`config.mk`:
```
export PLATFORM = sky130hd
export DESIGN_NAME = predecode_queue
export DESIGN_NICKNAME = d
export VERILOG_FILES = /design/src/rtl/predecode_queue_pkg.sv /design/src/rtl/predecode_queue_br_sel_decoder.sv /design/src/rtl/predecode_queue.sv
export SDC_FILE = /design/constraint.sdc
export NUM_CORES = 1
export LEC_CHECK = 0
export CAP_MARGIN = 20
export CORE_MARGIN = 4
export CORE_UTILIZATION = 50
export DETAILED_ROUTE_END_ITERATION = 8
export PLACE_DENSITY_LB_ADDON = 0.3
export SYNTH_ARGS = -nofsm -noshare
export SYNTH_HDL_FRONTEND = slang
export SYNTH_SLANG_ARGS = --single-unit
```
`constraint.sdc`:
```
create_clock -name clk -period 3.4 [get_ports clk]
set_input_delay 0.85 -clock clk [delete_from_list [all_inputs] [get_ports clk]]
set_output_delay 0.85 -clock clk [all_outputs]
set_load 0.05 [all_outputs]
```
`src/rtl/predecode_queue_pkg.sv`:
```
// Shared constants and types for the branch pre-decode queue.
// Selector field positions, selector encodings, MIPS opcode/funct/rt values,
// and helpers that size the stored queue entry.
package predecode_queue_pkg;

    localparam int unsigned SEL_W = 5;

    // Selector bit positions
    localparam int unsigned SEL_PHT   = 0;
    localparam int unsigned SEL_TAKEN = 1;
    localparam int unsigned SEL_BTB   = 2;
    localparam int unsigned SEL_IJTC  = 3;
    localparam int unsigned SEL_RSA   = 4;

    // Selector encodings per branch class
    localparam logic [SEL_W-1:0] SEL_NONE      = '0;
    localparam logic [SEL_W-1:0] SEL_COND      = SEL_W'((1 << SEL_PHT) | (1 << SEL_BTB));
    localparam logic [SEL_W-1:0] SEL_COND_LINK = SEL_W'((1 << SEL_PHT) | (1 << SEL_RSA));
    localparam logic [SEL_W-1:0] SEL_JUMP      = SEL_W'((1 << SEL_TAKEN) | (1 << SEL_BTB));
    localparam logic [SEL_W-1:0] SEL_INDIRECT  = SEL_W'((1 << SEL_TAKEN) | (1 << SEL_IJTC));
    localparam logic [SEL_W-1:0] SEL_RETURN    = SEL_W'((1 << SEL_TAKEN) | (1 << SEL_RSA));

    // Primary opcodes
    localparam logic [5:0] OP_SPECIAL = 6'h00;
    localparam logic [5:0] OP_REGIMM  = 6'h01;
    localparam logic [5:0] OP_J       = 6'h02;
    localparam logic [5:0] OP_JAL     = 6'h03;
    localparam logic [5:0] OP_BEQ     = 6'h04;
    localparam logic [5:0] OP_BNE     = 6'h05;
    localparam logic [5:0] OP_BLEZ    = 6'h06;
    localparam logic [5:0] OP_BGTZ    = 6'h07;

    // SPECIAL funct codes
    localparam logic [5:0] FN_JR   = 6'h08;
    localparam logic [5:0] FN_JALR = 6'h09;

    // REGIMM rt codes
    localparam logic [4:0] RT_BLTZ   = 5'h00;
    localparam logic [4:0] RT_BGEZ   = 5'h01;
    localparam logic [4:0] RT_BLTZAL = 5'h10;
    localparam logic [4:0] RT_BGEZAL = 5'h11;

    // Return-address register
    localparam logic [4:0] REG_RA = 5'd31;

    // Per-instruction decode result
    typedef struct packed {
        logic [SEL_W-1:0] sel;
        logic             call;
        logic             ret;
    } br_dec_t;

    // Index width that stays legal for a single-slot packet
    function automatic int unsigned idx_w(input int unsigned n);
        return (n > 1) ? $clog2(n) : 1;
    endfunction

    // Stored entry: sel + call + ret + has_br + first_br + ds_next + pc
    function automatic int unsigned entry_w(input int unsigned fw, input int unsigned pc_w);
        return fw * SEL_W + fw + fw + 1 + idx_w(fw) + 1 + pc_w;
    endfunction

endpackage

```
`src/rtl/predecode_queue_br_sel_decoder.sv`:
```
// Single-instruction branch classifier: one MIPS word -> 5-bit predictor
// selector plus call/return flags, all forced to zero on an SCT miss.
module br_sel_decoder
    import predecode_queue_pkg::*;
(
    input  logic [31:0] inst,
    input  logic        sct_valid,
    output br_dec_t     dec_c
);

    logic [5:0] op;
    logic [4:0] rs;
    logic [4:0] rt;
    logic [5:0] funct;
    logic       unused_imm;

    assign op         = inst[31:26];
    assign rs         = inst[25:21];
    assign rt         = inst[20:16];
    assign funct      = inst[5:0];
    assign unused_imm = ^inst[15:6];

    // Classify the instruction by opcode, then rt/funct where needed
    always_comb begin
        dec_c = '0;
        case (op)
            OP_BEQ, OP_BNE, OP_BLEZ, OP_BGTZ: dec_c.sel = SEL_COND;
            OP_REGIMM: begin
                case (rt)
                    RT_BLTZ, RT_BGEZ: dec_c.sel = SEL_COND;
                    RT_BLTZAL, RT_BGEZAL: begin
                        dec_c.sel  = SEL_COND_LINK;
                        dec_c.call = 1'b1;
                    end
                    default: dec_c.sel = SEL_NONE;
                endcase
            end
            OP_J: dec_c.sel = SEL_JUMP;
            OP_JAL: begin
                dec_c.sel  = SEL_JUMP;
                dec_c.call = 1'b1;
            end
            OP_SPECIAL: begin
                if (funct == FN_JALR) begin
                    dec_c.sel  = SEL_INDIRECT;
                    dec_c.call = 1'b1;
                end else if (funct == FN_JR) begin
                    if (rs == REG_RA) begin
                        dec_c.sel = SEL_RETURN;
                        dec_c.ret = 1'b1;
                    end else begin
                        dec_c.sel = SEL_INDIRECT;
                    end
                end
            end
            default: dec_c.sel = SEL_NONE;
        endcase
        if (!sct_valid) begin
            dec_c = '0;
        end
    end

endmodule

```
`src/rtl/predecode_queue.sv`:
```
// Fetch-packet branch pre-decoder with a DEPTH-entry valid/ready FIFO.
// Decodes FETCH_WIDTH instructions per packet, summarises the first branch,
// and buffers the result for the branch predictor.
// Optional PDQ_BYPASS_EN: an empty queue forwards the decoded packet to the
// outputs in the same cycle and skips storage when it is consumed at once.
module predecode_queue
    import predecode_queue_pkg::*;
#(
    parameter int unsigned FETCH_WIDTH = 4,
    parameter int unsigned DEPTH       = 4,
    parameter int unsigned PC_W        = 32
) (
    input  logic                                 clk,
    input  logic                                 rst_n,
    input  logic                                 flush,
    input  logic                                 in_valid,
    output logic                                 in_ready,
    input  logic [FETCH_WIDTH*32-1:0]            in_inst,
    input  logic [PC_W-1:0]                      in_pc,
    input  logic                                 in_sct_valid,
    output logic                                 out_valid,
    input  logic                                 out_ready,
    output logic [FETCH_WIDTH*SEL_W-1:0]         out_sel,
    output logic [FETCH_WIDTH-1:0]               out_call,
    output logic [FETCH_WIDTH-1:0]               out_ret,
    output logic                                 out_has_br,
    output logic [idx_w(FETCH_WIDTH)-1:0]        out_first_br,
    output logic                                 out_ds_next,
    output logic [PC_W-1:0]                      out_pc,
    output logic [$clog2(DEPTH):0]               count
);

    localparam int unsigned FW  = FETCH_WIDTH;
    localparam int unsigned FBW = idx_w(FW);
    localparam int unsigned PW  = $clog2(DEPTH);
    localparam int unsigned CW  = PW + 1;
    localparam int unsigned EW  = entry_w(FW, PC_W);

    logic [FW*SEL_W-1:0] dec_sel_c;
    logic [FW-1:0]       dec_call_c;
    logic [FW-1:0]       dec_ret_c;
    logic                dec_has_c;
    logic [FBW-1:0]      dec_first_c;
    logic                dec_ds_c;
    logic [EW-1:0]       in_entry_c;
    logic [EW-1:0]       head_c;

    logic [EW-1:0]       mem [DEPTH];
    logic [PW-1:0]       wr_ptr;
    logic [PW-1:0]       rd_ptr;

    logic                empty_c;
    logic                bypass_take_c;
    logic                enq_c;
    logic                deq_c;

    // One decoder per slot
    for (genvar g = 0; g < FW; g++) begin : g_dec
        br_dec_t slot_dec_c;

        br_sel_decoder u_dec (
            .inst      (in_inst[g*32 +: 32]),
            .sct_valid (in_sct_valid),
            .dec_c     (slot_dec_c)
        );

        assign dec_sel_c[g*SEL_W +: SEL_W] = slot_dec_c.sel;
        assign dec_call_c[g]               = slot_dec_c.call;
        assign dec_ret_c[g]                = slot_dec_c.ret;
    end

    // Lowest slot with a nonzero selector
    always_comb begin
        dec_first_c = '0;
        for (int i = int'(FW) - 1; i >= 0; i--) begin
            if (dec_sel_c[i*SEL_W +: SEL_W] != '0) begin
                dec_first_c = FBW'(i);
            end
        end
    end

    assign dec_has_c  = |dec_sel_c;
    assign dec_ds_c   = dec_has_c && (dec_first_c == FBW'(FW - 1));
    assign in_entry_c = {in_pc, dec_ds_c, dec_first_c, dec_has_c, dec_ret_c, dec_call_c, dec_sel_c};

    assign empty_c  = (count == '0);
    assign in_ready = (count != CW'(DEPTH));

    // Head selection: stored entry, or the live packet when bypassing
    always_comb begin
        out_valid     = !empty_c;
        head_c        = empty_c ? '0 : mem[rd_ptr];
        bypass_take_c = 1'b0;
`ifdef PDQ_BYPASS_EN
        if (empty_c && !flush) begin
            out_valid     = in_valid;
            head_c        = in_valid ? in_entry_c : '0;
            bypass_take_c = in_valid && out_ready;
        end
`endif
    end

    assign {out_pc, out_ds_next, out_first_br, out_has_br, out_ret, out_call, out_sel} = head_c;

    assign enq_c = in_valid && in_ready && !bypass_take_c && !flush;
    assign deq_c = !empty_c && out_ready && !flush;

    // Entry storage
    always_ff @(posedge clk) begin
        if (enq_c) begin
            mem[wr_ptr] <= in_entry_c;
        end
    end

    // Pointers and occupancy; flush wins over any transfer
    always_ff @(posedge clk or negedge rst_n) begin
        if (!rst_n) begin
            wr_ptr <= '0;
            rd_ptr <= '0;
            count  <= '0;
        end else if (flush) begin
            wr_ptr <= '0;
            rd_ptr <= '0;
            count  <= '0;
        end else begin
            if (enq_c) begin
                wr_ptr <= wr_ptr + PW'(1);
            end
            if (deq_c) begin
                rd_ptr <= rd_ptr + PW'(1);
            end
            case ({enq_c, deq_c})
                2'b10:   count <= count + CW'(1);
                2'b01:   count <= count - CW'(1);
                default: count <= count;
            endcase
        end
    end

endmodule

```
**Word level (Yosys, flattened, before mapping)**

Memory sizes are Yosys's and may differ from the RTL's.
Cells that the tools add are included.

- Flip-flop bits (word level): 7
- Latch bits: 0
- Memory bits (writable): 256
- Bits in read-only memories: 0
- Input port bits: 166
- Output and inout port bits: 69
- Memories: 1

- $add $sub $neg: 4
- Multipliers: 0
- Divide/modulo/power cells: 0
- Magnitude comparators: 0
- Equality and inequality tests: 56
- Shifts and indexed selects: 0
- Muxes and demuxes: 65
- Bitwise logic cells: 0
- Reduce and logical (&&, ||, !) cells: 40

Memories:

| memory | words | bits a word | read ports | clocked after Yosys merged registers in | write ports | line | text |
|---|---|---|---|---|---|---|---|
| mem | 4 | 64 | 1 | 0 | 1 | predecode_queue.sv:48 | `logic [EW-1:0] mem [DEPTH];` |

Operators by type and width:

| kind | number |
|---|---|
| $eq 6x3->1 const B | 16 |
| $pmux 5 s4 | 4 |
| $mux 64 | 1 |
| $eq 5x5->1 const B | 12 |
| $mux 5 | 12 |
| $eq 6x2->1 const B | 8 |
| $eq 6x4->1 const B | 8 |
| $pmux 5 s2 | 4 |
| $mux 7 | 4 |
| $mux 1 | 26 |
| $eq 6x1->1 const B | 4 |
| $logic_not 6->1 | 4 |
| $reduce_or 2->1 | 12 |
| $eq 5x1->1 const B | 4 |
| $logic_not 5->1 | 4 |
| $reduce_bool 5->1 | 4 |
| $reduce_or 20->1 | 1 |
| $mux 2 | 8 |
| $reduce_or 4->1 | 4 |
| $pmux 1 s3 | 4 |
| $pmux 3 s2 | 1 |
| $logic_and 1x1->1 | 5 |
| $add 2x1->2 const B | 2 |
| $eq 2x2->1 const B | 2 |
| other kinds (9) | 11 |

**Longest topological paths before layout**

Gate-level depths: netlist of the first run.

- Depth after elaboration: 13
- Gate-level depth with buffers: 7
- Gate-level depth less buffers: 6

**By module**

Synthesis of the first run repeated with hierarchy kept, for this count alone.

- Cells, all modules: 588
- Area total of the unflattened synthesis: 11153.2 sq um

By module, submodules not included:

| module | instances | cells an instance | area an instance (sq um) |
|---|---|---|---|
| predecode_queue | 1 | 484 | 10302.4 |
| br_sel_decoder | 4 | 26 | 212.7 |

**Worst setup path after synthesis of the first run**

No wires, ideal clock.

- Kind: reg-to-reg
- From: reg count[1]
- To: mem mem[0][0] in the netlist's numbering, enable pin
- Data arrival time: 3012 ps
- Data required time: 2971 ps
- Slack: -41 ps
- Stages on the path, launching flop included: 6
- Buffers on the path: 1
- Clock period less this slack: 3441 ps
- Cells stage by stage: dfrtp_1 -> or3b_1 -> buf_2 -> nand2_2 -> nor2_1 -> and2_1

- Longest elaborated chain between the ends: 5

Ends and longest elaborated chain:

| what | line | text |
|---|---|---|
| start, declared | predecode_queue.sv:30 | `output logic [$clog2(DEPTH):0] count` |
| start signal, assigned | predecode_queue.sv:133 | `2'b10: count <= count + CW'(1);` |
| start signal, assigned | predecode_queue.sv:134 | `2'b01: count <= count - CW'(1);` |
| start signal, assigned | predecode_queue.sv:135 | `default: count <= count;` |
| $ne 3x3->1 | predecode_queue.sv:87 | `assign in_ready = (count != CW'(DEPTH));` |
| via in_ready | predecode_queue.sv:17 | `output logic in_ready,` |
| $logic_and 1x1->1 (2 in a row) | predecode_queue.sv:105 | `assign enq_c = in_valid && in_ready && !bypass_take_c && !flush;` |
| $mux 1 | predecode_queue.sv:110 | `if (enq_c) begin` |
| $mux 1 (not written as such) | predecode_queue.sv:111 | `mem[wr_ptr] <= in_entry_c;` |
| end, declared | predecode_queue.sv:48 |  |

The timed path passes the listed nets, and every way through them passes these cells.

**Worst setup path after layout of the first run**

- From: reg rd_ptr[0]
- To: out out_pc[21]

- Longest elaborated chain between the ends: 2

Ends and longest elaborated chain:

| what | line | text |
|---|---|---|
| start, declared | predecode_queue.sv:50 | `logic [PW-1:0] rd_ptr;` |
| start signal, assigned | predecode_queue.sv:130 | `rd_ptr <= rd_ptr + PW'(1);` |
| $mem_v2 4x64 | - |  |
| $mux 64 | predecode_queue.sv:92 | `head_c = empty_c ? '0 : mem[rd_ptr];` |
| end, declared | predecode_queue.sv:29 | `output logic [PC_W-1:0] out_pc,` |

No other way between the ends.

==> flow_summary.yaml, run 1 <==
status:
  status: "finished clean"
min_path:
  holdCritPathClass: "in2async"
power_and_ir_drop:
  p_leak_nw: 4.98
  combPwrFrac_pct: 36.6
  ir_worst_vdd_mv: 0.459
  p_sw_mw: 3.79
  seq_power_share_pct: 34.9
  power.density_mw_per_mm2: 777
  internal_power_mw: 7.18
  p_sw_share_pct: 34.5
  p_clk_share_pct: 28.5
synth:
  synth_top_family_by_area: "multiplexers"
  syn-cell-area_mm2: 0.0109
  syn_nets: 754
  yosys.area.top_type_share_pct: 70.8
  synth_edf_count: 256
  synthXorXnorAreaFrac_pct: 0.449
  ys_ff_latch: 263
  synth_area_leader_cell: "edfxtp_1"
  synth_cell_type_count: 54
  synth_area_leaders: "edfxtp_1 71%, mux4_2 13%, and2_1 4.0%, dfrtp_1 1.6%, nor2_1 1.2%"
  synth_warnings: 0
  synthAdderAreaFrac_pct: 0.645
  synth.mux.area_fraction_pct: 13.3
  synth_compound_area_share_pct: 2.65
  synth.yosys.seq_area_share_pct: 72.4
  synthSimpleGateAreaFrac_pct: 9.22
  avgSynthCellArea_um2: 18.6
  synthArstFlopShare_pct: 2.66
  synthFlopType: "edfxtp_1"
  netlist_instances: 583
finish:
  utilization_pct: 66.5
  syn2layout_area_growth_pct: 30.0
  layout.nets: 965
  antenna_cells: 0
  drive_above_1_share_pct: 22.0
detailed_routing:
  drc: 0
  drt_first_pass_iters: 5
  met1_length_mm: 8.77
  wl_met2_mm: 11.7
  first_iter_violations: 361
  routed.top_layer: "met4"
  viasPerCell: 5.70
  vias: 6202
  wl_mm: 22.7
  ant_nets: 0
  wl_met3_mm: 1.69
  routedWlPerCell_um: 20.9
timing:
  tightestPinTransition_ps: 790
  period_needed_ps: 3270
  hold_violations: 0
  setup_tns_ps: 0
  max_slew_margin_pct: 45.9
  setup_viol_count_final: 0
  post-route-period-util_pct: 96.3
  rsz0062_at_grt: "false"
  fmax_mhz: 306
  fin_worst_skew_ps: 12.6
  holdWs_ps: 605
  timing_max_transition_violations_final: 0
floorplanning:
  io_pins: 235
  die_height_um: 155
  start_util_pct: 51.2
  die_area_mm2: 0.0242
  core_area_mm2: 0.0212
  placementRows: 53
  dieWidth_um: 155
worst_setup_path:
  crit_required_ps: 2550
  arrival_ps: 2420
  end_kind: "output pin"
  critical_path_class: "reg2out"
  crit_fanout: 13
  start_kind: "flip-flop"
global_route:
  grt_pass1_wl_mm: 35.6
  grt_max_degree: 66
  grt.overflow.total: 0
  first_global_vias: 6654
  grt_util_all_layers_pct: 19.0
  antenna_found_initial: 0
clock_tree:
  clkTransAtPathRegs_ps: 60
  cts_tree: "done"
  cts_buffer_depth: 3
  cts_sinks: 263
  clkLatencyLatePin_ps: 520
  cts-root-buf: "clkbuf_16"
  cts-htree-levels: 1
  cts_made_buffers: 26
place:
  port-buffer-count: 190
  dp.final_hpwl_mm: 14.7
  place.gp.congestion: 0.876
job:
  drv_cap: 0
sequential cells by signal, summed over array words and instances (netlist names):
name    flops
rd_ptr      2
mem       256
count       3
wr_ptr      2
layout by cell type (no fill, tap or decap), types with 8 or more instances in the layout:
master / n
nand2_1: 11
nor2_1: 36
clkbuf_16: 27
inv_1: 12
a21oi_1: 9
mux4_2: 64
buf_12: 8
edfxtp_1: 256
clkdlybuf4s50_1: 126
and2_1: 65
dlygate4sd2_1: 24
buf_4: 44
layout make-up:
class | instances | area, um2
flip-flops and latches | 263 | 7870
fillers | 1411 | 7100
multi-input cells | 283 | 2870
repair buffers | 208 | 2040
clock buffers | 29 | 683
well taps | 275 | 344
clock inverters | 18 | 275
inverters | 12 | 45.0
repair_timing:
action                                  4_1_cts  5_1_grt
gates cloned                                  0        0
endpoints found under the setup margin       44        6
hold endpoints to repair                      0        0
setup buffers                                 0        0
resized for setup                            25        6
hold buffers                                  0        0
per-layer routing:
layer / track usage [%] / vias up
li1: - / 2758
met1: 23.8 / 3120
met2: 34.0 / 285
met3: 3.20 / 39
met4: 5.54 / 0
met5: 0 / -
cells in the mapped netlist (3+ instances only):
cell and instances:
nand2_1 12, nor4b_1 4, mux4_2 64, a21oi_1 9, or2_2 4, nor3b_1 5
and3_1 3, nand2b_1 3, nand3_1 7, nor3_1 7, inv_1 12, o21a_1 3
buf_2 10, and2_1 69, edfxtp_1 256, clkbuf_1 15, dfrtp_1 7, ha_1 4
nand4_1 7, nor2_1 36
cell families (layout without fill, tap and decap cells):
family,after synthesis,in the layout
XOR/XNOR,4,4
flip-flops,263,263
adder cells (fa/ha/maj),5,5
multiplexers,64,64
AO/OA/AOI/OAI,39,39
buffers and inverters,37,267
AND/OR/NAND/NOR,171,171
through the flow:
stage | setup slack, ps | instance area [um2] | total power, mW | cells
6_report | 127 | 14100 | 11.0 | 1088
2_1_floorplan | 501 | 10900 | 6.69 | 583
4_1_cts | 0.0930 | 14100 | 11.1 | 1088
3_5_place_dp | 247 | 13200 | 8.09 | 1041
5_1_grt | 32.4 | 14100 | 11.4 | 1088
3_3_place_gp | 331 | 13200 | 8.04 | 1041
worst max-delay path, stage by stage (launching register included):
cell and delay [ps]:
dfrtp_4 570, buf_12 210, mux4_2 530, and2_1 180, dlygate4sd2_1 420
final timing paths:
kind | depth (start not counted) | startpoint | slack (ps) | to
worst max-delay path | 4 | rd_ptr[0]$_DFFE_PN0P_ | 130 | out_pc[21]
worst min-delay path | 1 | rst_n | 610 | count[1]$_DFFE_PN0P_
worst max register to register | 5 | count[2]$_DFFE_PN0P_ | 1190 | mem[0][51]$_DFFE_PP_
worst min register to register | 2 | wr_ptr[1]$_DFFE_PN0P_ | 610 | wr_ptr[1]$_DFFE_PN0P_
max in group asynchronous | 1 | rst_n | 2500 | rd_ptr[0]$_DFFE_PN0P_
min in group clk | 2 | wr_ptr[1]$_DFFE_PN0P_ | 610 | wr_ptr[1]$_DFFE_PN0P_
power groups by stage:
stage / Clock, mW / Sequential (mW) / Combinational [mW]
2_1_floorplan: 0 / 3.89 / 2.80
3_3_place_gp: 0 / 3.88 / 4.16
3_5_place_dp: 0 / 3.90 / 4.19
4_1_cts: 3.21 / 3.83 / 4.10
5_1_grt: 3.36 / 3.84 / 4.24
6_report: 3.13 / 3.83 / 4.02
No activity file was read; power rests on OpenSTA's default activity.
==> run 2, diff against run 1 <==
CORE_UTILIZATION = 51   (was 50)
HOLD_SLACK_MARGIN = 0.05   (was not set)
clock period = 3.6 ns   (was 3.4 ns; I/O delays follow)
==> flow_summary.yaml, run 2 (synthesis results as in run 1) <==
power_and_ir_drop:
  ir_worst_vdd_mv: 0.374
  finalPower_mw: 10.7
  p_leak_nw: 4.93
  power.density_mw_per_mm2: 755
timing:
  holdWs_ps: 590
  setup_tns_ps: 0
  hold_violations: 0
  rsz0062_at_grt: "false"
  fmax_mhz: 290
  tightestPinTransition_ps: 928
  timing_max_transition_violations_final: 0
  setup_viol_count_final: 0
  max_slew_margin_pct: 36.6
  period_needed_ps: 3450
  post-route-period-util_pct: 95.7
  fin_worst_skew_ps: 15.9
finish:
  most-common-layout-cells: "256 x edfxtp_1, 136 x clkdlybuf4s50_1, 65 x and2_1, 64 x mux4_2, 50 x buf_4"
  drive_above_1_share_pct: 22.4
  layout.nets: 969
  finalInstanceArea_mm2: 0.0142
  layout_commonest_cell: "edfxtp_1"
  antenna_cells: 0
  regMostFlops: "mem"
  syn2layout_area_growth_pct: 30.8
  largest_register_ffs: 256
  reg_top3: "mem: 256 flops, count: 3 flops"
global_route:
  top_usage_layer: "met2"
  grt_util_all_layers_pct: 19.3
  antenna_found_initial: 0
  grtUsageMet2_pct: 33.9
  grt_pass1_wl_mm: 36.0
  first_global_vias: 6645
  grt_max_degree: 37
  grt.overflow.total: 0
  met3_usage_pct: 2.96
  grt_use_met1_pct: 25.4
clock_tree:
  clkTransAtPathRegs_ps: 70
  cts_sinks: 263
  clkLatencyLatePin_ps: 530
  cts_tree: "done"
  cts_made_buffers: 26
  cts-root-buf: "clkbuf_16"
  cts-htree-levels: 1
  cts_buffer_depth: 3
detailed_routing:
  routedWlPerCell_um: 20.9
  wl_mm: 22.8
  drc: 0
  drt_first_pass_iters: 5
  ant_nets: 0
  vias: 6187
  viasPerCell: 5.66
  first_iter_violations: 380
worst_setup_path:
  crit_fanout: 29
  rrSetupSlack_ps: 1390
  start_kind: "flip-flop"
  reg2reg_depth: 5
  timing.rr.end: "mem[0][3]$_DFFE_PP_"
  arrival_ps: 2550
  end_kind: "output pin"
  critical_path_class: "reg2out"
  crit_required_ps: 2700
  r2r_start: "count[2]$_DFFE_PN0P_"
floorplanning:
  dieWidth_um: 154
  start_util_pct: 51.8
  die_height_um: 154
  die_area_mm2: 0.0237
  placementRows: 53
  core_area_mm2: 0.0210
  io_pins: 235
min_path:
  min_to: "wr_ptr[1]$_DFFE_PN0P_"
  holdCritPathClass: "reg2reg"
  hold_start: "wr_ptr[1]$_DFFE_PN0P_"
  hold_depth: 2
place:
  placed_area_mm2: 0.0131
  port-buffer-count: 190
  dp.final_hpwl_mm: 15.1
  place.gp.congestion: 0.863
job:
  drv_cap: 0
status:
  status: "finished clean"
## run 2: routing by layer
layer | vias up | share of wire [%]
met5 | - | 0
li1 | 2767 | -
met2 | 247 | 51
met1 | 3130 | 41
met4 | 0 | 2.2
met3 | 43 | 5.9
## run 2: where the power goes
part | internal [mW] | leakage, nW | switching, mW
sequential | 3.52 | 2.56 | 0.0725
combinational | 1.45 | 1.87 | 2.43
clock | 2.15 | 0.507 | 1.10
total | 7.12 | 4.93 | 3.60
## run 2: stage by stage
step	utilization (%)	instances	setup WS [ps]
2_1_floorplan	-	583	159
3_3_place_gp	62.7	1041	323
4_1_cts	67.6	1089	16.0
6_report	67.8	1093	155
5_1_grt	67.8	1093	57.2
3_5_place_dp	62.7	1041	200
## run 2: how the worst max path moves through the flow
stage / slack (ps) / depth (start not counted) / endpoint / start
after floorplan: 160 / 5 / mem[0][0]$_DFFE_PP_ / count[1]$_DFFE_PN0P_
after global placement: 320 / 5 / mem[0][20]$_DFFE_PP_ / in_inst[26]
after detailed placement: 200 / 5 / mem[1][20]$_DFFE_PP_ / in_inst[26]
after CTS: 20 / 4 / out_pc[12] / count[1]$_DFFE_PN0P_
after global routing: 60 / 4 / out_pc[14] / rd_ptr[1]$_DFFE_PN0P_
final: 150 / 4 / out_pc[21] / rd_ptr[1]$_DFFE_PN0P_
## run 2: area by class of cell
class / instances / area (um2)
flip-flops and latches: 263 / 7870
fillers: 1446 / 6740
multi-input cells: 283 / 2870
repair buffers: 212 / 2030
clock buffers: 30 / 687
clock inverters: 18 / 368
well taps: 275 / 344
inverters: 12 / 45.0
## run 2: timing repair
action                     4_1_cts  5_1_grt
setup endpoints to repair       20       29
cloned                           0        0
buffers inserted                 0        4
gates resized for setup         20        1
hold buffers                     0        0
pin swaps                        0        0
## run 2: critical path: stages, from the launching register on
cell	delay, ps
dfrtp_2	380
buf_4	390
mux4_2	380
and2_1	170
clkdlybuf4s50_1	700
==> run 3, diff against run 2 <==
SKIP_LAST_GASP = 1   (was not set)
==> results of run 3 <==
The final DEF is identical to that of run 2; final timing and power are the same.
